### src/rtl/demux_32_one_two_buffered.sv
// One-to-two demultiplexer: a single producer stream is steered by select
// into one of two small FIFOs, each drained by its own valid/ready consumer.
module demux_32_one_two_buffered #(
  parameter int unsigned DEPTH = 2,
  parameter int unsigned WIDTH = 32
) (
  input  logic                       clock,
  input  logic                       reset_n,
  input  logic [WIDTH-1:0]           data_in,
  input  logic                       select,
  input  logic                       in_valid,
  output logic                       in_ready,
  output logic [WIDTH-1:0]           data_out_0,
  output logic                       valid_out_0,
  input  logic                       ready_out_0,
  output logic [WIDTH-1:0]           data_out_1,
  output logic                       valid_out_1,
  input  logic                       ready_out_1,
  output logic [$clog2(DEPTH):0]     count_0,
  output logic [$clog2(DEPTH):0]     count_1
);

  localparam int unsigned AW = (DEPTH > 1) ? $clog2(DEPTH) : 1;
  localparam int unsigned CW = $clog2(DEPTH) + 1;
  localparam int unsigned NCH = 2;

  logic [WIDTH-1:0] mem_q  [NCH][DEPTH];
  logic [AW-1:0]    wptr_q [NCH];
  logic [AW-1:0]    wptr_d [NCH];
  logic [AW-1:0]    rptr_q [NCH];
  logic [AW-1:0]    rptr_d [NCH];
  logic [CW-1:0]    cnt_q  [NCH];
  logic [CW-1:0]    cnt_d  [NCH];
  logic [NCH-1:0]   push;
  logic [NCH-1:0]   pop;
  logic [NCH-1:0]   rdy_out;

  // Acceptance looks only at the selected channel's occupancy, never at its pop.
  assign in_ready = reset_n & (cnt_q[select] < CW'(DEPTH));

  assign rdy_out = {ready_out_1, ready_out_0};
  assign push    = {in_valid & in_ready & select, in_valid & in_ready & ~select};

  always_comb begin
    for (int k = 0; k < NCH; k++) begin
      pop[k]    = (cnt_q[k] != '0) & rdy_out[k];
      wptr_d[k] = wptr_q[k];
      rptr_d[k] = rptr_q[k];
      cnt_d[k]  = cnt_q[k] + CW'(push[k]) - CW'(pop[k]);
      if (push[k]) wptr_d[k] = wptr_q[k] + AW'(1);
      if (pop[k])  rptr_d[k] = rptr_q[k] + AW'(1);
    end
  end

  always_ff @(posedge clock) begin
    if (!reset_n) begin
      for (int k = 0; k < NCH; k++) begin
        wptr_q[k] <= '0;
        rptr_q[k] <= '0;
        cnt_q[k]  <= '0;
        for (int e = 0; e < DEPTH; e++) mem_q[k][e] <= '0;
      end
    end else begin
      for (int k = 0; k < NCH; k++) begin
        if (push[k]) mem_q[k][wptr_q[k]] <= data_in;
        wptr_q[k] <= wptr_d[k];
        rptr_q[k] <= rptr_d[k];
        cnt_q[k]  <= cnt_d[k];
      end
    end
  end

  assign data_out_0  = mem_q[0][rptr_q[0]];
  assign data_out_1  = mem_q[1][rptr_q[1]];
  assign valid_out_0 = (cnt_q[0] != '0);
  assign valid_out_1 = (cnt_q[1] != '0);
  assign count_0     = cnt_q[0];
  assign count_1     = cnt_q[1];

endmodule

### config.mk
export PLATFORM = sky130hd
export DESIGN_NAME = demux_32_one_two_buffered
export DESIGN_NICKNAME = d
export VERILOG_FILES = /design/src/rtl/demux_32_one_two_buffered.sv
export SDC_FILE = /design/constraint.sdc
export NUM_CORES = 1
export LEC_CHECK = 0
export BUFFER_PORTS_ARGS = -buffer_cell sky130_fd_sc_hd__buf_4
export CAP_MARGIN = 40
export CORE_ASPECT_RATIO = 1.4
export CORE_UTILIZATION = 55
export DETAILED_ROUTE_END_ITERATION = 16
export GPL_TIMING_DRIVEN = 0
export PLACE_DENSITY = 0.9
export SLEW_MARGIN = 15
export SYNTH_ARGS = -nofsm -noshare
export SYNTH_HDL_FRONTEND = slang
export SYNTH_SLANG_ARGS = --single-unit
### constraint.sdc
create_clock -name clock -period 5.7 [get_ports clock]
set_input_delay 0 -clock clock [delete_from_list [all_inputs] [get_ports clock]]
set_output_delay 0 -clock clock [all_outputs]
set_load 0.05 [all_outputs]
Word-level counts from Yosys, hierarchy flattened
Memories as Yosys holds them, arrays and structs flattened.
Index checks and enable logic that the tools add are counted.
{"block": "totals", "regBits": 0, "elab_cells": 324, "mem_count": 4, "out_inout_bits": 71, "ram_bits": 136}
{"block": "classes", "n_lt_le_gt_ge": 7, "bitwise_logic": 145, "reduce_logical": 4, "addsub": 8, "mux": 156}
{"memory": "mem_q", "words": 2, "width": 64, "rd": 2, "rd_clocked_by_memory_dff": 0, "write_ports": 2, "line": "27", "source": "logic [WIDTH-1:0] mem_q [NCH][DEPTH];"}
{"memory": "cnt_q", "words": 2, "width": 2, "rd": 3, "rd_clocked_by_memory_dff": 0, "write_ports": 2, "line": "32", "source": "logic [CW-1:0] cnt_q [NCH];"}
{"memory": "rptr_q", "words": 2, "width": 1, "rd": 2, "rd_clocked_by_memory_dff": 0, "write_ports": 2, "line": "30", "source": "logic [AW-1:0] rptr_q [NCH];"}
{"memory": "wptr_q", "words": 2, "width": 1, "rd": 2, "rd_clocked_by_memory_dff": 0, "write_ports": 2, "line": "28", "source": "logic [AW-1:0] wptr_q [NCH];"}
{"operator": "$mux 32", "n": 8}
{"operator": "$mux 1", "n": 142}
{"operator": "$or 1x1->1", "n": 134}
{"operator": "$mux 64", "n": 2}
{"operator": "$demux 32 s1", "n": 2}
{"operator": "$ge 2x2->1 const B", "n": 4}
{"operator": "$not 1->2", "n": 4}
{"operator": "$and 1x1->1", "n": 6}
{"operator": "$add 1x1->1 const B", "n": 4}
{"operator": "$add 2x1->2", "n": 2}
{"operator": "$lt 2x1->1 const B", "n": 2}
{"operator": "$mux 2", "n": 2}
{"operator": "$reduce_bool 2->1", "n": 2}
{"operator": "$sub 2x1->2", "n": 2}
{"operator": "$logic_and 1x1->1", "n": 2}
{"operator": "$lt 2x2->1 const B", "n": 1}
{"operator": "$not 1->1", "n": 1}

Longest topological paths before layout
Gate-level depths: netlist of run 1.
An unclocked memory read counts as a cell.
{"block": "depth", "ltp_word": 9, "mapped_depth": 5}

Worst setup path before layout of run 1
Ideal clock, no wire load.
{"block": "synth_path", "kind": "register to register", "startpoint": "memory cnt_q[1][1] (netlist bit)", "endpoint": "memory mem_q[1][0] (netlist bit) (enable)", "path_buffers": 0, "setup_slack_ps": 2105, "arrival_time_ps": 3129, "stages_incl_launch_ff": 3, "setup_time_ps": 466, "cell_sequence": "dfxtp_1 nand3b_1 o21ai_0"}
{"element": "start, declared", "line": "32"}
{"element": "end, declared", "line": "27"}

==> run summary, run 1 <==
The flow ran to the end, and the final reports show no timing, DRC or antenna violations. The library cell used most frequently in the layout, excluding fill and tap cells, is nor2_1. The analysis attributes to cell leakage a power of 3.098 nW. The worst stage delay on the critical path came out at roughly 0.40 ns. The area of combinational cells with multiple inputs came out at between 1500 and 2000 um^2. The via density per instance is 5.508. The sequential element share of the synthesized area is 69.72%. Once the clock tree was built, the resizer swapped 0 gates to a different size.

STA classifies the critical path startpoint as a flip-flop. The number of global-route vias before repair came out at roughly 4,000. The worst clock skew on the final layout is 0.006837 ns. The total of fill cells in the finished design is about 600. The most used routing layer in global routing is met2. In the finished design, the share of the clock period the worst path needs comes to a little over a third. The global-route total usage across every layer is between 20% and 30%. The core occupancy in the finished layout came out at 76.79%. The number of port buffers is approximately 110.

After clock tree synthesis, the clock-pin slew on the worst setup and hold paths is around 0.060 ns. Buffers added to address setup during post-CTS repair amount to 0. In the final layout, the share of cells above drive strength 1 is 37.56%. The number of buffers inserted for hold repair after clock tree synthesis is 26. The number of levels the H-tree was split into came out at 4. The data arrival time of the critical path is 2.05 ns.

The number of buffers inserted during clock tree synthesis is 17. Clock tree synthesis selected as its root buffer the cell clkbuf_16. The setup slack after layout is 3.647 ns. The worst slew margin relative to its limit is 52.51%. The maximum clock rate came out at 0.4872 GHz. In this run the worst hold path is classified as primary input to flip-flop. The maximum ir drop on the vdd rail came out at slightly below 400 uV. The total iterations of the first detailed-routing run is 5. The number of design rule violations left after detail routing is 0. The total half-perimeter wirelength after legalization and detailed placement came out at between 8000 and 9000 um.

The number of flip-flops and latches in the synthesized netlist came out at 136. The TritonCTS clock tree is built. In this run the power density over the cells is 483.2 nW/um^2. Max-cap violations in this run came to 0. The I/O pin total is 109. The final net count is roughly 630. The area added between synthesis and finish is 33.81%. The area occupied by registers came out at 4004 um^2. The placement-stage cell area is 6854 um^2. The routability congestion estimate came out at 0.7670.

The aggregate global routing overflow came out at 0. The core area is 10,010 um^2. For this design, the slowest cell found on the critical path is mux2_2. The number of buffers on the longest clock path came out at 2. The final count of negative-setup-slack endpoints is 0. The detailed router placed 4,043 vias in this run.

The library cells used most frequently in the layout, excluding fill and tap cells, are 129 x nor2_1, 128 x edfxtp_1, 106 x buf_4. After layout, the minimum clock period comes to 2.053 ns. The number of failing hold endpoints at the final stage is 0. The cell row count is 43.

The data required time at the worst endpoint is ~5.7 ns. Setup repair after global routing left no endpoint under its margin. After detailed routing, the average wire length per cell comes to 19.36 um. The number of antenna cells inserted is 0. The number of violations reported at the end of detailed-routing iteration 0 is 350. The pre-CTS setup slack is 3.785 ns.

The number of instances in the synthesized netlist came out at between 400 and 500. The sink count of the clock tree is 136. From bottom edge to top edge, the die measures 122.9 um. The finished layout cell area came out at 7685 um^2.

The path type of the worst setup path is flip-flop to primary output. The mean instance size in the synthesized netlist came out at 13.32 um^2. The unique cell type count in the Yosys netlist came out at 26.

Along the worst path, the maximum fanout reaches 10. In the final timing run, aggregate negative setup slack is 0 ns. The number of nets still failing antenna checks after routing came out at 0. The number of instances in the placed design came out at 676. The overall power consumption is roughly 3.7 mW. The maximum number of pins on one net before global-route repair is 24. The die covers 10,860 um^2. Synthesis produced a netlist with a net count of 471. The final count of pins violating max slew came out at 0. For this run, global-route usage on met2 was measured as 47.88%.

The sort of element at the end of the critical path is a primary output. The routed design has 14,210 um of wire. The signal on the critical path passes through clkbuf_1 -> buf_2 -> mux2_2 -> buf_4. The worst-case hold slack came out at 0.004399 ns. The met3 capacity usage during global routing came out at roughly 5.7%. The initial core utilization came out at between 50% and 60%. The transition time at the pin with the least slew margin came out at between 0.7 and 0.8 ns.

The cell area after technology mapping came out at 5743 um^2. The die is between 80 and 90 um wide. The first global-routing pass estimated 21,210 um of wire. The count of synthesis-stage warnings from yosys is 0. The clock latency on the worst-skew pair is 0.41 ns.

The finished layout holds between 700 and 800 standard cells, fillers aside. The global routing usage on met1 came out at between 30% and 40%. The number of antenna violations at the first check in global routing is 0.
[kinds of logic after synthesis]
group | Yosys count | share of synthesized area [%]
and+or+nand+nor | 184 | 12.98
DFF | 136 | 69.72
muxes | 65 | 12.72
buffers and inverters | 30 | 2.375
AOI/OAI and AO/OA | 8 | 0.8497
xor gates and xnor gates | 6 | 0.9150
adders and majority gates | 2 | 0.4357
[layer usage]
metal	up-vias	wire length, um	share of wire (%)
li1	1816	-	-
met1	1975	5280	37
met2	215	7554	53
met3	37	919	6.5
met4	0	456	3.2
met5	-	0	0
[registers in the layout, summed over array words and instances, names as in the netlist]
name	flops
wptr_q	2
cnt_q	4
rptr_q	2
mem_q	128
[worst max-delay path: cells and delay by family, from the launching register on]
kind / cells / cell delay [ns]
DFF: 1 / 0.31
muxes: 1 / 0.40
buffers and inverters: 3 / 0.94
[where the power goes]
group	switching, mW	total [mW]	leakage, nW	internal (mW)
Sequential	0.0468	1.26	1.41	1.22
Combinational	0.913	1.38	1.41	0.466
Clock	0.389	1.07	0.281	0.680
[cells in the mapped netlist, drive strengths merged]
cell | count | area, um^2
o21a | 3 | 22.52
a31oi | 1 | 6.260
mux2i | 1 | 10.01
and2b | 1 | 7.510
xnor2 | 5 | 43.79
nor2 | 129 | 484.2
nand3 | 3 | 15.01
nand3b | 2 | 15.01
ha | 2 | 25.02
or3 | 1 | 6.260
dfxtp | 8 | 160.2
nor3b | 2 | 20.02
o21ai | 4 | 20.02
inv | 4 | 15.01
and2 | 4 | 25.02
edfxtp | 128 | 3844
nand2b | 1 | 6.260
clkbuf | 7 | 26.28
buf | 19 | 95.09
nand2 | 36 | 135.1
mux2 | 64 | 720.7
and3 | 1 | 6.260
nor2b | 2 | 12.51
xor2 | 1 | 8.760
or2 | 2 | 12.51
[final cells by class]
type	instances	share of cell area (%)
Sequential cell	136	52.10
Multi-Input combinational cell	265	21.33
Timing Repair Buffer	136	15.17
Clock buffer	21	5.731
Tap cell	135	2.198
Clock inverter	11	1.693
Buffer	26	1.579
Inverter	4	0.1954
[path summary, 6_finish.rpt]
path	start	to	slack, ns	depth (start not counted)
worst min-delay path	data_in[21]	mem_q[1][21]	0.004	3
worst max register to register	cnt_q[0][1]	mem_q[0][46]	3.80	4
worst max-delay path	rptr_q[0][0]	data_out_0[27]	3.65	4
worst min register to register	cnt_q[0][1]	cnt_q[0][1]	0.69	2
(Power assumes the default switching activity.)
==> run 2, diff against run 1 <==
--- a/config.mk
+++ b/config.mk
@@ -8,10 +8,10 @@
 export BUFFER_PORTS_ARGS = -buffer_cell sky130_fd_sc_hd__buf_4
 export CAP_MARGIN = 40
 export CORE_ASPECT_RATIO = 1.4
-export CORE_UTILIZATION = 55
+export CORE_UTILIZATION = 50
 export DETAILED_ROUTE_END_ITERATION = 16
 export GPL_TIMING_DRIVEN = 0
-export PLACE_DENSITY = 0.9
+export PLACE_DENSITY = 0.87
 export SLEW_MARGIN = 15
 export SYNTH_ARGS = -nofsm -noshare
 export SYNTH_HDL_FRONTEND = slang
==> constraint.sdc (replaced) <==
create_clock -name clock -period 1.7 [get_ports clock]
set_input_delay 0 -clock clock [delete_from_list [all_inputs] [get_ports clock]]
set_output_delay 0 -clock clock [all_outputs]
set_load 0.05 [all_outputs]
==> run summary, run 2 (synthesis results as in run 1) <==
Status: finished, final reports clean (unchanged). The initial core utilization came out at 52.04% (was 57.39%). The maximum ir drop on the vdd rail was 1058 uV (was 390.1 uV). The number of antenna cells inserted is 0 (unchanged). The register containing the most flip-flops in the final layout is mem_q (unchanged). The most used routing layer in global routing is met2 (unchanged). The transition time at the pin with the least slew margin is 0.6294 ns (was 0.7097 ns). The post-layout instance count excluding filler cells came out at 750 (was 734).

The number of violations reported at the end of detailed-routing iteration 0 came out at 221 (was 350). The area of combinational cells with multiple inputs is 1647 um^2 (was 1639 um^2). The sort of element at the end of the critical path is a primary output (unchanged).

The final count of pins violating max slew was 0 (unchanged). The number of nets still failing antenna checks after routing is 0 (unchanged). The CTS root buffer is clkbuf_16 (unchanged). The critical register-to-register path startpoint is cnt_q[0][1] (unchanged). The number of levels the H-tree was split into was 4 (unchanged). The data required time at the worst endpoint came out at 1.70 ns (was 5.70 ns). The number of buffers inserted during clock tree synthesis is 17 (unchanged). The final count of negative-setup-slack endpoints came to 0 (unchanged).

The number of failing hold endpoints at the final stage came to 0 (unchanged). The area occupied by registers came out at 4011 um^2 (was 4004 um^2). The number of instances in the placed design is 682 (was 676). The routability congestion estimate came out at 0.7624 (was 0.7670). The height of the die was 128.8 um (was 122.9 um). The met2 track demand over resource came out at 42.00% (was 47.88%).

The clock latency on the worst-skew pair came out at 0.41 ns (about the same). The global routing usage on met1 is 26.49% (was 32.26%). The internal power consumption is 8.110 mW (was 2.364 mW).

The kind of start point of the critical path is a flip-flop (unchanged). The net switching power of the design is 4.489 mW (was 1.349 mW). The via density per instance came to 5.263 (was 5.508). The maximum clock rate came out at 0.6031 GHz. The total leakage power came out at 3.153 nW (was 3.098 nW). The worst clock skew on the final layout is 0.008647 ns (was 0.006837 ns). The die footprint came out at 11,920 um^2 (was 10,860 um^2). The met3 capacity usage during global routing is 4.905% (was 5.674%). The share of layout cells above drive strength 1 is 39.24% (was 37.56%).

The placement-stage cell area came out at 6862 um^2 (was 6854 um^2). The global-route total usage across every layer came out at 23.48% (was 27.37%). The number of cells traversed by the worst hold path came out at 4 (was 3). The endpoint of the worst-slack reg-to-reg timing path is mem_q[0][56] (was mem_q[0][46]). The I/O pin total was 109 (unchanged). The classification of the worst-slack hold path is primary input to flip-flop (unchanged).

The finished layout cell area is 7866 um^2 (was 7685 um^2). The worst-case hold slack is 0.04918 ns (was 0.004399 ns). The total of max-cap violations is 0 (unchanged). The maximum number of pins on one net before global-route repair came out at 24 (unchanged).

The core occupancy in the finished layout came out at 71.28% (was 76.79%). The detailed-route via count came to 3,947 (was 4,043). The wire length of the first global-routing pass is 20,450 um (was 21,210 um). The data arrival time of the critical path is 1.66 ns (was 2.05 ns). The number of design rule violations left after detail routing came out at 0 (unchanged). The TritonCTS clock tree is built (unchanged).

The aggregate global routing overflow came out at 0 (unchanged). The switching share of power came to 35.63% (was 36.34%). The proportion of power drawn by combinational gates is 36.4% (was 37.1%). The total iterations of the first detailed-routing run is 5 (unchanged).

The capture point of the worst path is data_out_0[1] (was data_out_0[27]). The worst-case register-to-register setup slack is 0.09 ns (was 3.80 ns). The cell row count is 45 (was 43). The total half-perimeter wirelength after legalization and detailed placement is 8644 um (was 8840 um). The final net count was 636 (was 626). The wire length after detailed routing is 13,200 um (was 14,210 um).

The path type of the worst setup path was flip-flop to primary output (unchanged). The sink count of the clock tree came out at 136 (unchanged). The number of port buffers is 106 (unchanged). The part of the total power dissipated in the clock network was 29.6% (was 28.8%).

The number of global-route vias before repair is 4,114 (was 4,097). The area added between synthesis and finish came to 36.97% (was 33.81%). Most frequent cells in the layout: 128 x nor2_1, 128 x edfxtp_1, 115 x buf_4 (was 129 x nor2_1, 128 x edfxtp_1, 106 x buf_4). The routed length per instance came out at 17.60 um (was 19.36 um). The CTS clock-pin slew for the worst setup and hold paths is 0.06 ns (about the same). The power per cell area was 1602 nW/um^2 (was 483.2 nW/um^2).

The number of antenna violations at the first check in global routing came to 0 (unchanged). The ratio of final minimum period to clock period is a little over nine tenths. The number of buffers on the longest clock path is 2 (unchanged). The number of flip-flops in the largest register is 128 (unchanged). The total of fill cells in the finished design came to 740 (was 586).

Top flop regs: mem_q x128, cnt_q x4 (unchanged). For the finished layout, the period the worst path requires is 1.658 ns. The maximum fanout count along the critical path was 10 (unchanged). The share of total power in sequential cells was 34.0% (was 34.1%).

The overall die width came out at 92.58 um (was 88.36 um). The worst slew margin relative to its limit was 58.04% (was 52.51%). The core area is 11,040 um^2 (was 10,010 um^2). The number of cells on the worst reg-to-reg path came out at 4 (unchanged). The timing startpoint of the critical path is rptr_q[0][0] (unchanged).
[run 2: cell types whose count changed in the layout (fill, tap and decap cells not counted), moves of 2 or more]
cell	delta
buf_4	+9
dlygate4sd3_1	+9
buf_2	-6
clkbuf_1	-5
clkinvlp_4	+5
dfxtp_1	-4
clkbuf_8	+3
clkinv_1	-3
dfxtp_2	+3
clkinv_2	-2
[run 2: worst min-delay path by stage]
stage           startpoint      endpoint  slack [ns]
2_1_floorplan       select   cnt_q[1][1]        0.22
3_3_place_gp        select   cnt_q[1][1]        0.36
3_5_place_dp        select   cnt_q[1][1]        0.37
4_1_cts        ready_out_0  rptr_q[0][0]        0.03
5_1_grt        ready_out_0  rptr_q[0][0]        0.06
6_report       ready_out_0  rptr_q[0][0]        0.05
[run 2: timing repair]
| item | in CTS | in global routing |
|---|---|---|
| pin swaps | 2 | 0 |
| buffers inserted | 3 | 0 |
| resized for setup | 8 | 1 |
| hold endpoints to repair | 99 | 0 |
| setup endpoints to repair | 106 | 18 |
| hold buffers | 35 | 0 |
[run 2: layer usage]
metal  routed length, um  up-vias  share of wire [%]
met3                 796       24                6.0
met2                7120      181                 54
met1                4982     1912                 38
li1                    -     1830                  -
met4                 302        0                2.3
met5                   0        -                  0
[run 2: cell type report]
cell class	count	share of cell area, %
Sequential cell	136	50.99
Buffer	24	1.638
Tap cell	141	2.243
Clock buffer	21	5.981
Multi-Input combinational cell	265	20.93
Inverter	4	0.1909
Clock inverter	11	1.861
Timing Repair Buffer	148	16.16
[run 2: critical path, cell delays in order, from the launching register on]
cell and delay [ns]:
dfxtp_2 0.42, buf_4 0.24, mux2_2 0.39, buf_4 0.20
[run 2: power by group through the flow]
stage / combinational [mW] / sequential [mW] / clock (mW)
floorplan: 3.09 / 4.41 / 0
global placement: 4.41 / 4.28 / 0
detailed placement: 4.52 / 4.30 / 0
CTS: 4.61 / 4.28 / 3.75
global route: 4.79 / 4.32 / 3.91
finish: 4.59 / 4.28 / 3.73
[run 2: per-stage QoR]
step | power [mW] | setup TNS (ns) | setup WS, ns
2_1_floorplan | 7.500 | -5.112 | -0.08674
3_3_place_gp | 8.685 | -32.95 | -0.3087
3_5_place_dp | 8.824 | -3.455 | -0.1373
4_1_cts | 12.64 | 0 | 0.03861
5_1_grt | 13.01 | -0.01885 | -0.002703
6_report | 12.60 | 0 | 0.04199
